$ cat config.mk
export PLATFORM = sky130hd
export DESIGN_NAME = team_06_i2s_tx_multi
export DESIGN_NICKNAME = d
export VERILOG_FILES = /design/src/rtl/team_06_i2s_tx_multi.sv
export SDC_FILE = /design/constraint.sdc
export NUM_CORES = 1
export LEC_CHECK = 0
export CAP_MARGIN = 25
export CORE_MARGIN = 2
export CORE_UTILIZATION = 30
export CTS_CLUSTER_DIAMETER = 40
export DETAILED_ROUTE_END_ITERATION = 16
export DONT_BUFFER_PORTS = 1
export PLACE_DENSITY = 0.56
export SYNTH_ARGS = -nofsm -noshare
export SYNTH_HDL_FRONTEND = slang
export SYNTH_SLANG_ARGS = --single-unit
$ cat constraint.sdc
create_clock -name clk -period 6.3 [get_ports clk]
set_input_delay 0.945 -clock clk [delete_from_list [all_inputs] [get_ports clk]]
set_output_delay 0.945 -clock clk [all_outputs]
set_load 0.005 [all_outputs]
$ cat src/rtl/team_06_i2s_tx_multi.sv
// I2S transmitter with sample FIFO, mono/stereo slot mapping and bclk divider.
// Define TEAM06_I2S_UNDERFLOW_CNT_EN to add the saturating underflow_count output.
module team_06_i2s_tx_multi #(
  parameter int DATA_W     = 8,
  parameter int CHANNELS   = 1,
  parameter int CLK_DIV    = 24,
  parameter int FIFO_DEPTH = 4
) (
  input  logic                          clk,
  input  logic                          rst,
  input  logic [DATA_W-1:0]             sample_in,
  input  logic                          sample_valid,
  output logic                          sample_ready,
  input  logic                          enable,
  output logic                          bclk,
  output logic                          ws,
  output logic                          sdata,
  output logic                          underflow,
  output logic [$clog2(FIFO_DEPTH):0]   fifo_level
`ifdef TEAM06_I2S_UNDERFLOW_CNT_EN
  ,
  output logic [15:0]                   underflow_count
`endif
);

  localparam int               PTR_W    = $clog2(FIFO_DEPTH);
  localparam logic [7:0]       DIV_LAST = 8'(CLK_DIV - 1);
  localparam logic [4:0]       BIT_LAST = 5'(DATA_W - 1);
  localparam logic [PTR_W:0]   FULL_LVL = (PTR_W + 1)'(FIFO_DEPTH);

  logic [DATA_W-1:0] mem [FIFO_DEPTH];
  logic [PTR_W:0]    wr_ptr, rd_ptr;
  logic [7:0]        div_cnt;
  logic [4:0]        bit_cnt;
  logic [DATA_W-1:0] sreg, hold, head, load_val;
  logic              full, empty, push, pop, pop_req, fall, slot_start;

  assign fifo_level   = wr_ptr - rd_ptr;
  assign full         = (fifo_level == FULL_LVL);
  assign empty        = (wr_ptr == rd_ptr);
  assign sample_ready = !full;
  assign push         = sample_valid && sample_ready;
  assign head         = mem[rd_ptr[PTR_W-1:0]];

  // A fall event is the clk cycle whose edge drives bclk 1->0.
  assign fall       = enable && bclk && (div_cnt == DIV_LAST);
  assign slot_start = fall && (bit_cnt == '0);
  // Mono pops only for the left slot; the right slot replays the held sample.
  assign pop_req    = slot_start && ((CHANNELS == 2) || !ws);
  assign pop        = pop_req && !empty;

  always_comb begin
    load_val = hold;
    if (pop_req) load_val = empty ? '0 : head;
  end

  always_ff @(posedge clk) begin
    if (push) mem[wr_ptr[PTR_W-1:0]] <= sample_in;
  end

  always_ff @(posedge clk or posedge rst) begin
    if (rst) begin
      wr_ptr <= '0;
      rd_ptr <= '0;
    end else begin
      if (push) wr_ptr <= wr_ptr + 1'b1;
      if (pop)  rd_ptr <= rd_ptr + 1'b1;
    end
  end

  always_ff @(posedge clk or posedge rst) begin
    if (rst) begin
      div_cnt <= '0;
      bclk    <= 1'b0;
    end else if (!enable) begin
      div_cnt <= '0;
      bclk    <= 1'b0;
    end else if (div_cnt == DIV_LAST) begin
      div_cnt <= '0;
      bclk    <= ~bclk;
    end else begin
      div_cnt <= div_cnt + 1'b1;
    end
  end

  always_ff @(posedge clk or posedge rst) begin
    if (rst) begin
      bit_cnt   <= '0;
      ws        <= 1'b0;
      sdata     <= 1'b0;
      sreg      <= '0;
      hold      <= '0;
      underflow <= 1'b0;
    end else if (!enable) begin
      bit_cnt   <= '0;
      ws        <= 1'b0;
      sdata     <= 1'b0;
      sreg      <= '0;
      hold      <= '0;
      underflow <= 1'b0;
    end else begin
      underflow <= pop_req && empty;
      if (fall) begin
        if (slot_start) begin
          sreg  <= load_val;
          sdata <= load_val[DATA_W-1];
          if (pop_req) hold <= load_val;
        end else begin
          sreg  <= sreg << 1;
          sdata <= sreg[DATA_W-2];
        end
        if (bit_cnt == BIT_LAST) begin
          bit_cnt <= '0;
          ws      <= ~ws;
        end else begin
          bit_cnt <= bit_cnt + 1'b1;
        end
      end
    end
  end

`ifdef TEAM06_I2S_UNDERFLOW_CNT_EN
  always_ff @(posedge clk or posedge rst) begin
    if (rst) underflow_count <= '0;
    else if (underflow && (underflow_count != '1)) underflow_count <= underflow_count + 1'b1;
  end
`endif

endmodule

==> Flow_metrics.wiki <==
{| class="wikitable"
! Metric !! Value
|-
| Clock Power Share || 37.0%
|-
| Seq/Total Area, Yosys || 59.09%
|-
| Compound-gate portion of the synthesized area || 8.121%
|-
| Total routing usage reported by global routing || 11.89%
|-
| Hold Violations, Final || 0
|-
| Internal power contribution || 813.7 µW
|-
| Drt first pass iters || 4
|-
| Die W || 107.9 µm
|-
| Placed inst area || 3369 µm²
|-
| DP HPWL || 4.027 mm
|-
| Final weighted congestion in routability-driven placement || 0.7133
|-
| Worst endpoint required time || 5.35 ns
|-
| Post-Syn Area || 3236 µm²
|-
| Htree depth || 3
|-
| Final sum of negative setup slack || 0 ns
|-
| Worst setup path class || reg -> out
|-
| Worst min-delay path class || reg -> reg
|-
| Clk_skew || 0.008305 ns
|-
| Normalized max-slew margin || 61.40%
|-
| Number of storage elements in the synthesis netlist || 70
|-
| Later-pin clock latency in the skew report || 0.36 ns
|-
| RSZ-0062 raised after global routing || false
|-
| Cell with the most instances after synthesis || dfrtp_1
|-
| Number of unique standard cell types used by synthesis || 48
|-
| I/O pin count || 20
|-
| Largest cells by area after synthesis || edfxtp_1, dfrtp_1, mux4_2
|-
| Effective utilization at floorplan || 31.06%
|-
| Initial antenna violation count || 0
|-
| Total gr overflow || 0
|-
| Dominant delay contributor by cell family on the critical path || adder cells
|-
| Clock tree root buffer cell || clkbuf_8
|-
| Clock buffer count from CTS || 9
|-
| First-pass GRT wire length || 10.17 mm
|-
| Syn avg cell area || 13.83 µm²
|-
| Largest net degree at the start of global routing || 39
|-
| Sw frac || 25.84%
|-
| Final period util || 46.56%
|-
| Instance count of the mapped netlist || 234
|-
| CTS clock-pin slew for the worst setup and hold paths || 0.07 ns
|-
| Cell type contributing the most total cell area after synthesis || edfxtp_1
|-
| Filler cell count || 1030
|-
| Slack of the worst reg-to-reg path || 3.51 ns
|-
| Detailed Route WL || 5.893 mm
|-
| Worst-path fanout max || 11
|-
| Total power consumption of the routed design || 1097 µW
|-
| Area Overhead vs Synth || 10.98%
|-
| Cell breakdown of the critical path || ha_1 -> fa_1 -> xor3_1 -> nand3_1
|-
| Post-CTS setup-driven buffer insertion count || 0
|-
| Post-synthesis share of cell area spent on and, or, nand and nor gates || 14.97%
|-
| Fraction of layout cells with a size suffix above 1 || 14.88%
|-
| Count of warnings emitted by yosys || 0
|-
| Logic gate share of total power || 12.2%
|-
| Net count reported at finish || 260
|-
| Residual DRC count || 0
|-
| Share of power burned in registers || 50.8%
|-
| Chip Height || 107.9 µm
|-
| Per-cell routed wire length || 15.59 µm
|-
| Static Leakage || 0.001508 µW
|-
| Total count of max-transition violations in the final report || 0
|-
| CTS tree || yes
|-
| Proportion of synthesized area in mux cells || 5.916%
|-
| Via count of the first global-routing pass || 1864
|-
| Final setup vio count || 0
|-
| Xor-xnor portion of the synthesized cell area || 4.795%
|-
| Total of max-cap violations || 0
|-
| Yosys top cell area share || 29.70%
|-
| F_max || 0.3409 GHz
|-
| Outcome || completed
|-
| ANT nets after route || 0
|-
| Crit path time final || 2.934 ns
|-
| Max rail drop VDD || 0.0001762 V
|-
| Crit start category || flop
|-
| Hold buffers post-CTS || 0
|-
| TritonCTS sink count || 70
|-
| Number of enable-type register cells in the synthesized netlist || 32
|-
| Ratio of total power to cell area || 305.5 nW/µm²
|-
| Worst-Margin Slew || 0.5713 ns
|-
| Dominant combinational cell family by area after synthesis || simple AND/OR/NAND/NOR gates
|-
| Proportion of register bits with asynchronous set or reset after synthesis || 54.29%
|-
| Routed via count divided by cell count || 4.733
|-
| CP Buf/Inv Count || 0
|-
| Total via count in the routed design || 1789
|-
| Combined area of the multi-input logic cells || 1239 µm²
|-
| Final non-filler cell area || 3591 µm²
|-
| Antenna diode count || 0
|-
| Critical path data arrival time || 1.99 ns
|-
| Input/output buffers || 0
|-
| Number of nets in the synthesized netlist || 257
|-
| Main synth FF type || dfrtp_1
|-
| Sequential cell area || 1912 µm²
|-
| Die area || 11630 µm²
|-
| Crit. End Element || output pin
|-
| Critical-path cell with the highest stage delay || dfrtp_1
|-
| Synth Area in Adders || 4.486%
|-
| Maximum root-to-sink buffer count || 2
|-
| Core Footprint || 10420 µm²
|-
| Power spent charging and discharging nets || 283.5 µW
|-
| Critical path's largest stage delay || 0.59 ns
|-
| Leading cell types by count after synthesis || dfrtp_1, edfxtp_1, nor2_1, and2_1, inv_1
|-
| Row cnt || 37
|-
| Number of design-rule violations left by the first detailed-router iteration || 73
|-
| Quantity of gates resized following cts || 0
|}
-- cell usage in the layout (no fill, tap or decap), types with 2 or more instances in the layout --
cell type / count
dfrtp_1: 38
edfxtp_1: 32
nor2_1: 19
and2_1: 12
inv_1: 11
a21o_1: 10
ha_1: 10
xor2_1: 9
clkbuf_8: 9
nand3_1: 8
mux4_2: 8
nor3b_1: 8
nand2_1: 7
xnor2_1: 6
a221o_1: 6
a21o_2: 3
nand4_1: 3
and3_1: 3
a31o_2: 2
or4bb_1: 2
a21boi_0: 2
o21ai_0: 2
nor3_1: 2
bufinv_16: 2
inv_6: 2
-- state kept, by name (all words and copies together), names as in the netlist --
signal / flops
wr_ptr: 3
mem: 32
bclk: 1
hold: 8
bit_cnt: 5
ws: 1
sreg: 7
rd_ptr: 3
sdata: 1
underflow: 1
div_cnt: 8
-- worst register-to-register path, cell delays in order, from the launching register on --
cell     delay (ns)
dfrtp_1        0.59
ha_1           0.30
fa_1           0.37
xor3_1         0.24
a31oi_1        0.47
and2_1         0.48
-- logic make-up (layout without fill, tap and decap cells) --
family                     after synthesis  in the layout
and+or+nand+nor                         76             76
DFF                                     70             70
AOI/OAI and AO/OA                       32             32
buffers and inverters                   20             28
xor gates and xnor gates                16             16
adders and majority gates               11             11
muxes                                    9              9
-- path summary, 6_finish.rpt --
kind                                       startpoint                     to  cells after the start
worst max-delay path            rd_ptr[0]$_DFFE_PP0P_           sample_ready                      4
worst min-delay path              hold[1]$_DFFE_PP0P_    hold[1]$_DFFE_PP0P_                      1
worst max register to register  rd_ptr[0]$_DFFE_PP0P_    mem[3][7]$_DFFE_PP_                      5
worst min register to register    hold[1]$_DFFE_PP0P_    hold[1]$_DFFE_PP0P_                      1
max in group asynchronous                         rst  rd_ptr[0]$_DFFE_PP0P_                      2
min in group asynchronous                         rst    hold[5]$_DFFE_PP0P_                      2
-- stage by stage --
| stage | cells | setup WS, ns | hold WS (ns) | utilization [%] |
|---|---|---|---|---|
| after global routing | 378 | 3.182 | 0.4958 | 34.47 |
| after CTS | 378 | 3.297 | 0.4787 | 34.47 |
| after global placement | 362 | 3.528 | 0.4590 | 32.35 |
| final | 378 | 3.366 | 0.4735 | 34.47 |
| after floorplan | 234 | 3.994 | 0.4418 | - |
| after detailed placement | 362 | 3.425 | 0.4614 | 32.35 |
-- routing by layer --
layer  vias up  share of wire (%)  track usage, %
met1       896                 49           16.04
met5         -                  0               0
met4         0                2.2           5.495
met3         9                3.5           4.419
li1        863                  -               -
met2        21                 45           16.89
-- cell type report --
type                       count  share of cell area (%)
sequential                    70                   53.24
multi-input combinational    144                   34.49
tap                          136                   4.739
clock buffer                  10                   3.554
clock inverter                 6                   2.613
inverter                      11                   1.150
timing repair buffer           1                  0.2091
-- power groups by stage --
stage / registers (µW) / logic (µW) / clock network, µW
after floorplan: 558 / 108 / 0
after global placement: 568 / 135 / 0
after detailed placement: 567 / 138 / 0
after CTS: 557 / 139 / 418
after global routing: 562 / 156 / 440
final: 557 / 134 / 406
Power figures use the tool's default switching activity.
